$ cat src/rtl/timer_device_pkg.sv
// Shared definitions for the memory-mapped countdown timer: register map,
// CTRL field layout, mode encodings and FSM states.
package timer_device_pkg;

    localparam logic [15:0] TIMER0_BASE = 16'h7F00;
    localparam logic [15:0] TIMER1_BASE = 16'h7F10;

    localparam logic [1:0] REG_CTRL   = 2'd0;
    localparam logic [1:0] REG_PRESET = 2'd1;
    localparam logic [1:0] REG_COUNT  = 2'd2;
    localparam logic [1:0] REG_RSVD   = 2'd3;

    localparam int CTRL_EN_BIT   = 0;
    localparam int CTRL_MODE_LSB = 1;
    localparam int CTRL_IM_BIT   = 3;

    localparam logic [1:0] MODE_ONESHOT = 2'b00;
    localparam logic [1:0] MODE_RELOAD  = 2'b01;

    // Field order matches CTRL[3:0]: IM, MODE[1:0], EN.
    typedef struct packed {
        logic       im;
        logic [1:0] mode;
        logic       en;
    } ctrl_t;

    typedef enum logic [1:0] {
        ST_IDLE = 2'd0,
        ST_LOAD = 2'd1,
        ST_CNT  = 2'd2,
        ST_INT  = 2'd3
    } state_t;

endpackage

$ cat src/rtl/timer_device.sv
// Countdown timer device: CTRL/PRESET/COUNT register file, count FSM,
// combinational read mux and level interrupt.
module timer_device
    import timer_device_pkg::*;
#(
    parameter int COUNT_W = 32
) (
    input  logic        clk,
    input  logic        rst_n,
    input  logic [1:0]  addr,
    input  logic        we,
    input  logic [31:0] wdata,
    output logic [31:0] rdata,
    output logic        irq
);

    ctrl_t               ctrl_q, ctrl_d;
    logic [COUNT_W-1:0]  preset_q, preset_d;
    logic [COUNT_W-1:0]  count_q, count_d;
    logic                irq_flag_q, irq_flag_d;
    state_t              state_q, state_d;

    logic wr_ctrl, wr_preset, reload_mode;

    assign wr_ctrl     = we && (addr == REG_CTRL);
    assign wr_preset   = we && (addr == REG_PRESET);
    assign reload_mode = (ctrl_q.mode == MODE_RELOAD);

    always_comb begin
        state_d    = state_q;
        count_d    = count_q;
        preset_d   = preset_q;
        ctrl_d     = ctrl_q;
        irq_flag_d = irq_flag_q;

        unique case (state_q)
            ST_IDLE: if (ctrl_q.en) state_d = ST_LOAD;
            ST_LOAD: begin
                irq_flag_d = 1'b0;
                if (!ctrl_q.en) begin
                    state_d = ST_IDLE;
                end else begin
                    count_d = preset_q;
                    state_d = ST_CNT;
                end
            end
            ST_CNT: begin
                if (!ctrl_q.en)          state_d = ST_IDLE;
                else if (count_q == '0)  state_d = ST_INT;
                else                     count_d = count_q - {{(COUNT_W-1){1'b0}}, 1'b1};
            end
            ST_INT: begin
                if (ctrl_q.en && reload_mode) begin
                    state_d = ST_LOAD;
                end else begin
                    ctrl_d.en = 1'b0;
                    state_d   = ST_IDLE;
                end
            end
            default: state_d = ST_IDLE;
        endcase

        // Bus writes override the hardware EN clear; a flag set in INT
        // overrides the write-side clear.
        if (wr_ctrl)   ctrl_d   = ctrl_t'(wdata[3:0]);
        if (wr_preset) preset_d = wdata[COUNT_W-1:0];
        if (wr_ctrl || wr_preset) irq_flag_d = 1'b0;
        if (state_q == ST_INT)    irq_flag_d = 1'b1;
    end

    always_ff @(posedge clk or negedge rst_n) begin
        if (!rst_n) begin
            state_q    <= ST_IDLE;
            ctrl_q     <= '0;
            preset_q   <= '0;
            count_q    <= '0;
            irq_flag_q <= 1'b0;
        end else begin
            state_q    <= state_d;
            ctrl_q     <= ctrl_d;
            preset_q   <= preset_d;
            count_q    <= count_d;
            irq_flag_q <= irq_flag_d;
        end
    end

    always_comb begin
        rdata = '0;
        unique case (addr)
            REG_CTRL:   rdata = {28'b0, ctrl_q};
            REG_PRESET: rdata = 32'(preset_q);
            REG_COUNT:  rdata = 32'(count_q);
            REG_RSVD:   rdata = '0;
            default:    rdata = '0;
        endcase
    end

    assign irq = ctrl_q.im & irq_flag_q;

endmodule

$ cat config.mk
export PLATFORM = sky130hd
export DESIGN_NAME = timer_device
export DESIGN_NICKNAME = d
export VERILOG_FILES = /design/src/rtl/timer_device_pkg.sv /design/src/rtl/timer_device.sv
export SDC_FILE = /design/constraint.sdc
export NUM_CORES = 1
export LEC_CHECK = 0
export CAP_MARGIN = 20
export CORE_UTILIZATION = 45
export CTS_CLUSTER_SIZE = 8
export DETAILED_ROUTE_END_ITERATION = 12
export PLACE_DENSITY_LB_ADDON = 0.1
export SYNTH_ARGS = -nofsm -noshare
export SYNTH_HDL_FRONTEND = slang
export SYNTH_SLANG_ARGS = --single-unit
$ cat constraint.sdc
create_clock -name clk -period 3.7 [get_ports clk]
set_input_delay 1.11 -clock clk [delete_from_list [all_inputs] [get_ports clk]]
set_output_delay 1.11 -clock clk [all_outputs]
set_load 0.1 [all_outputs]
# After elaboration in Yosys (flattened, before gate mapping)
# Index checks and enable logic that the tools add are counted.
totals:
  register_bits: 71
  latchBits: 0
  mem_bits_rw: 0
  romBits: 0
  output_inout_bits: 33
  word_cells: 52
  mem_count: 0
op_classes:
  n_addsub: 1
  n_mul: 0
  div: 0
  n_lt_le_gt_ge: 0
  n_eq_ne: 13
  shifts: 0
  muxes: 17
  bitwise_logic: 1
  n_reduce_logical: 13
op_table:
  columns: ["operator", "count"]
  rows:
  - ["$pmux W32 S4", 1]
  - ["$mux W32", 3]
  - ["$pmux W32 S2", 1]
  - ["$logic_not A32 Y1", 1]
  - ["$sub A32 B1 Y32 const B", 1]
  - ["$ne A2 B2 Y1 const B", 5]
  - ["$eq A2 B2 Y1 const B", 4]
  - ["$mux W2", 4]
  - ["$pmux W2 S4", 1]
  - ["$mux W1", 7]
  - ["$eq A2 B1 Y1 const B", 3]
  - ["$logic_not A2 Y1", 2]
  - ["$reduce_and A2 Y1", 2]
  - ["$reduce_and A4 Y1", 1]
  - ["$reduce_bool A2 Y1", 2]
  - ["$logic_and A1 B1 Y1", 3]
  - ["$ne A3 B3 Y1 const B", 1]
  - ["$reduce_bool A3 Y1", 1]
  - ["$and A1 B1 Y1", 1]
  - ["$logic_or A1 B1 Y1", 1]

# Logic depth before layout (Yosys ltp)
# Gate-level depths: netlist (run 1).
depth:
  word_depth: 5
  mapped_depth: 8

# Worst setup path before layout (run 1)
# No wires, ideal clock.
synth_path:
  path_kind: "input-to-output"
  startpoint: "in addr[1]"
  endpoint: "out rdata[0]"
  arrival_ns: 3.594
  t_required_ns: 2.590
  path_slack_ns: -1.004
  path_stages: 3
  path_buffers: 1
  cell_sequence: "clkbuf_1 -> mux2i_1 -> o21ai_0"
synth_between:
  elab_chain_cells: 2
  elab_cells_between_ends: 5
  classes_between: "eq/ne: 3; mux: 1; reduce/logical: 1"
synth_lines:
  columns: ["item", "line_no", "rtl"]
  rows:
  - ["start, declared", "timer_device.sv:10", "input logic [1:0] addr,"]
  - ["$eq A2 B2 Y1 (tied with other cells)", "timer_device.sv:89", "unique case (addr)"]
  - ["$pmux W32 S4 *", "timer_device.sv:89", null]
  - ["end, declared", "timer_device.sv:13", "output logic [31:0] rdata,"]
# Every way passes the cells marked *; elsewhere a longest branch is shown, timed or not.

# Final worst setup path (run 1)
layout_path:
  startpoint: "in addr[0]"
  endpoint: "out rdata[15]"
# The elaborated chain is that of the path after synthesis.

==> results_dict.tcl, run 1 <==
set metrics [dict create \
    multi_input_area_um2 2250 \
    dieWidth_um 97.3 \
    dpl_worst_slack_ns 0.0814 \
    ant_nets 0 \
    rsz0062_at_grt "false" \
    diodes 0 \
    die-height_um 97.3 \
    min_path_type "flop to flop" \
    rows 34 \
    port_buffers 69 \
    crit_type "primary input to primary output" \
    reg2reg_to "count_q[12]$_DFFE_PN0P_" \
    viasPerCell 6.29 \
    status "finished, final reports clean" \
    syn_area_um2 4090 \
    ir_worst_vdd_uv 352 \
    antenna_found_initial 0 \
    p_leak_nw 2.23 \
    p_int_mw 2.08 \
    ys_seq_area_share_pct 43.5 \
    finalClockSkew_ns 0.00875 \
    finalWeightedCongestion 0.853 \
    worst-endpoint-required_ns 2.59 \
    hold_start "ctrl_q[1]$_DFFE_PN0P_" \
    cts.sinks 71 \
    seqPwrFrac_pct 36.0 \
    post-route-period-util_pct 97.6 \
    whs_ns 0.540 \
    critPathMaxFanout 14 \
    syn_nets 447 \
    holdPathStages 1 \
    yosysUniqueCellTypes 64 \
    maxSlewHeadroom_pct 39.9 \
    ios 70 \
    grt_max_degree 72 \
    clockBufferDepth 2 \
    drive_gt1_share_pct 32.0 \
    synthArstFlopShare_pct 100 \
    maxSlewViolCount 0 \
    fmax_ghz 0.277 \
    drc 0 \
    drt_iter0_drc 166 \
    synth_edf_count 0 \
    area_growth_syn_to_layout_pct 35.8 \
    worstPathArrival_ns 2.50 \
    hold_buffers 0 \
    max-cap-violations 0 \
    hold_violations 0 \
    setup_violations 0 \
    start_kind "primary input" \
    grt_pass1_vias 3814 \
    num-fill-cells 734 \
    first_pass_iters 5 \
    ys_seq_elements 71 \
    synth_warnings 0 \
    pwr-share-clk_pct 15.0 \
    clk_pin_slew_ns 0.08 \
    cts-resized-gates 0 \
    root_buffer "clkbuf_8" \
    powerDensity_nw_per_um2 697 \
    timing.final.ws_setup_ns 0.0900 \
    grt_usage_pct 25.1 \
    htreeDepth 3 \
    final.min_clock_period_ns 3.61 \
    routed-via-count 3714 \
    switching_share_pct 46.2 \
    holdPathEnd "ctrl_q[1]$_DFFE_PN0P_" \
    final_common_cell "dfrtp_1" \
    grt_pass1_wl_um 19100 \
    coreArea_um2 8760 \
    final_net_count 515 \
    fin_tns_setup_ns 0 \
    worst_pin_slew_ns 0.901 \
    reg2regPathDepth 8 \
    reg2reg_from "count_q[0]$_DFFE_PN0P_" \
    cts_setup_buffers 0 \
    die-area_um2 9470 \
    avgSynthCellArea_um2 9.99 \
    power.total_mw 3.87 \
    grt-ovfl-total 0 \
    dp_hpwl_um 7880 \
    ys.flop_type "dfrtp_1" \
    p_sw_mw 1.79 \
    wirelength_um 11300 \
    start_util_pct 46.6 \
    endpoint_kind "primary output" \
    cts_made_buffers 9 \
    rrSetupSlack_ns 0.79 \
    syn_inst 409 \
    power_frac_comb_pct 49.0 \
    final_cell_mix "dfrtp_1, mux2_2, clkdlybuf4s50_1" \
    register_area_um2 1780 \
    tritoncts "yes" \
    wire_per_inst_um 19.1 \
    clock_latency_ns 0.35 \
]
[power groups by stage]
stage               logic [mW]  registers (mW)  clock network (mW)
finish                    1.89            1.39               0.581
global route              2.03            1.44               0.623
CTS                       1.90            1.38               0.593
detailed placement        1.88            1.40                   0
global placement          1.85            1.39                   0
floorplan                 1.37            1.25                   0
[through the flow]
step	std cells	utilization (%)	area, µm²
6_report	590	63.3	5550
5_1_grt	590	63.3	5550
4_1_cts	590	63.3	5550
3_5_place_dp	574	61.2	5370
3_3_place_gp	573	61.1	5360
2_1_floorplan	409	-	4180
[worst max-delay path, cell delays in order]
cell and delay, ns:
clkdlybuf4s50_1 0.41, buf_4 0.17, nor2b_2 0.14, buf_4 0.26, a22o_2 0.21, buf_12 0.17
[per-layer routing]
layer / vias to the layer above / routed length, µm / track usage [%]
met5: - / 0 / 0
met4: 0 / 199 / 7.58
met3: 22 / 618 / 6.76
met2: 125 / 5600 / 41.3
met1: 1829 / 4840 / 32.2
li1: 1738 / - / -
[Yosys cell counts, drive strengths merged (3+ instances only)]
library cell  count  area share (%)
nand2            23             2.4
nor2             24             2.2
a32oi             5             1.1
and3              4            0.61
dfrtp            71              43
nor4b             3             1.0
o21a              3            0.55
mux2i             5             1.2
mux2             35             9.6
nand3             8            0.98
o211ai            3            0.55
o21ai            26             3.3
nor2b             8             1.2
clkbuf           19             1.8
o22ai             7             1.1
nand4             5            0.77
a31oi            10             1.5
a22o             30             6.5
nor3             16             2.1
o31ai             9             1.8
a211oi            5            0.92
buf              12             1.5
and2              4            0.61
a22oi             3            0.55
o311ai            6             1.3
or3               5            0.89
a21oi            16             2.0
inv               7            0.64
nor4             11             2.4
[cells by family after synthesis]
kind of cell | count (synthesis) | synth area share [%]
AOI/OAI and AO/OA | 138 | 24.4
and+or+nand+nor | 121 | 17.1
DFF | 71 | 43.5
muxes | 40 | 10.9
buffers and inverters | 38 | 3.89
adders and majority gates | 1 | 0.306
[area by class of cell]
type / instances / area share (%)
Clock buffer: 11 / 2.73
Inverter: 7 / 0.473
Timing Repair Buffer: 88 / 21.2
Clock inverter: 5 / 0.586
Tap cell: 108 / 2.43
Sequential cell: 71 / 32.0
Multi-Input combinational cell: 300 / 40.6
[worst max-delay path by stage]
stage / from / to / slack [ns]
2_1_floorplan: addr[1] / rdata[11] / -0.09
3_3_place_gp: addr[1] / rdata[13] / 0.13
3_5_place_dp: addr[1] / rdata[15] / 0.08
4_1_cts: addr[1] / rdata[15] / 0.09
5_1_grt: addr[1] / rdata[15] / 0.04
6_report: addr[0] / rdata[15] / 0.09
[state kept, by name, summed over array words and instances, names as in the netlist]
register	flops
state_q	2
ctrl_q	4
count_q	32
irq_flag_q	1
preset_q	32
Power figures use the tool's default switching activity.
==> inputs of run 2 (changes only) <==
- CORE_UTILIZATION: 45 -> 53
- SETUP_SLACK_MARGIN: default -> 0.2
==> results_dict.tcl, run 2 (same netlist as run 1, synthesis figures left out) <==
set metrics [dict create \
    status "finished, final reports clean" \
    top_regs "count_q x32, preset_q x32, ctrl_q x4" \
    finalWeightedCongestion 0.880 \
    final_common_cell "dfrtp_1" \
    wirelength_um 11500 \
    die-area_um2 8070 \
    whs_ns 0.550 \
    postLayoutCoreUtil_pct 76.7 \
    grt_busiest_layer "met2" \
    ir_worst_vdd_uv 383 \
    coreArea_um2 7370 \
    wire_per_inst_um 19.9 \
    reg2regPathDepth 8 \
    rows 31 \
    cts_made_buffers 9 \
    final_net_count 515 \
    start_kind "primary input" \
    ios 70 \
    final.min_clock_period_ns 3.38 \
    grt_pass1_wl_um 19300 \
    root_buffer "clkbuf_8" \
    grt_max_degree 43 \
    start_util_pct 55.5 \
    grt-ovfl-total 0 \
    hold_violations 0 \
    reg2reg_to "count_q[0]$_DFFE_PN0P_" \
    endpoint_kind "primary output" \
    first_pass_iters 7 \
    tritoncts "yes" \
    grt_use_met2_pct 47.1 \
    clk_pin_slew_ns 0.08 \
    maxSlewHeadroom_pct 27.8 \
    fin_tns_setup_ns 0 \
    cts.sinks 71 \
    grt_pass1_vias 3846 \
    clock_latency_ns 0.36 \
    clockBufferDepth 2 \
    min_path_type "flop to flop" \
    viasPerCell 6.46 \
    final_cell_mix "dfrtp_1, mux2_2, buf_12" \
    use_met3_pct 5.75 \
    die-height_um 89.8 \
    drt_iter0_drc 279 \
    p_leak_nw 2.30 \
    critPathMaxFanout 17 \
    routed-via-count 3747 \
    cts_setup_buffers 0 \
    worst-endpoint-required_ns 2.59 \
    worstSetupEndpoint "rdata[11]" \
    grt_usage_pct 30.0 \
    port_buffers 69 \
    antenna_found_initial 0 \
    power.total_mw 3.93 \
    rrSetupSlack_ns 0.70 \
    htreeDepth 3 \
    dp_hpwl_um 7850 \
    dieWidth_um 89.8 \
    drive_gt1_share_pct 31.6 \
    num-fill-cells 485 \
    ant_nets 0 \
    grtUsageMet1_pct 41.6 \
    powerDensity_nw_per_um2 696 \
    diodes 0 \
    finalClockSkew_ns 0.00980 \
    reg2reg_from "count_q[0]$_DFFE_PN0P_" \
    fmax_ghz 0.296 \
    worstPathArrival_ns 2.27 \
    area_growth_syn_to_layout_pct 38.2 \
    drc 0 \
    critPathLaunch "addr[0]" \
    worst_pin_slew_ns 1.07 \
    maxSlewViolCount 0 \
    max-cap-violations 0 \
    post-route-period-util_pct 91.5 \
    crit_type "primary input to primary output" \
    setup_violations 0 \
    rsz0062_at_grt "false" \
]
[run 2: area by class of cell]
cell class / instances / area (µm²) / share of cell area [%]
flip-flops and latches: 71 / 1780 / 31.5
well taps: 99 / 124 / 2.19
multi-input cells: 300 / 2340 / 41.4
clock inverters: 5 / 60.1 / 1.06
repair buffers: 88 / 1200 / 21.2
inverters: 7 / 26.3 / 0.465
clock buffers: 10 / 128 / 2.26
[run 2: metrics by stage]
stage / worst slack [ns] / cell area (µm²) / instances
2_1_floorplan: 0.0144 / 4260 / 409
3_3_place_gp: 0.0742 / 5440 / 564
3_5_place_dp: 0.0691 / 5440 / 564
4_1_cts: 0.318 / 5650 / 580
5_1_grt: 0.274 / 5650 / 580
6_report: 0.316 / 5650 / 580
[run 2: per-layer routing]
metal	routed length, µm	up-vias
met1	5050	1809
met5	0	-
met3	765	25
met4	252	0
li1	-	1723
met2	5480	190
[run 2: how the worst min path moves through the flow]
| stage | from | slack [ns] | cells past startpoint | end |
|---|---|---|---|---|
| floorplan | preset_q[15]$_DFFE_PN0P_ | 0.49 | 1 | preset_q[15]$_DFFE_PN0P_ |
| global placement | ctrl_q[1]$_DFFE_PN0P_ | 0.52 | 1 | ctrl_q[1]$_DFFE_PN0P_ |
| detailed placement | preset_q[9]$_DFFE_PN0P_ | 0.53 | 1 | preset_q[9]$_DFFE_PN0P_ |
| CTS | preset_q[6]$_DFFE_PN0P_ | 0.55 | 1 | preset_q[6]$_DFFE_PN0P_ |
| global route | preset_q[6]$_DFFE_PN0P_ | 0.56 | 1 | preset_q[6]$_DFFE_PN0P_ |
| finish | preset_q[9]$_DFFE_PN0P_ | 0.55 | 1 | preset_q[9]$_DFFE_PN0P_ |
[run 2: critical path, cell delays in order]
cell	delay, ns
dlygate4sd2_1	0.33
nor2b_4	0.27
buf_12	0.18
a22o_2	0.19
buf_12	0.17
[run 2: power by group]
group	internal (mW)	leakage, nW	switching, mW
registers	1.02	0.850	0.385
clock network	0.309	0.0923	0.299
logic	0.789	1.35	1.13
[run 2: what timing repair did]
item / 4_1_cts / 5_1_grt
gates resized for setup: 8 / 0
hold buffers: 0 / 0
setup endpoints to repair: 32 / 0
==> inputs of run 3 (changes only) <==
- CAP_MARGIN: 20 -> default
==> results of run 3 <==
The final DEF is identical to that of run 2; final timing and power are the same.
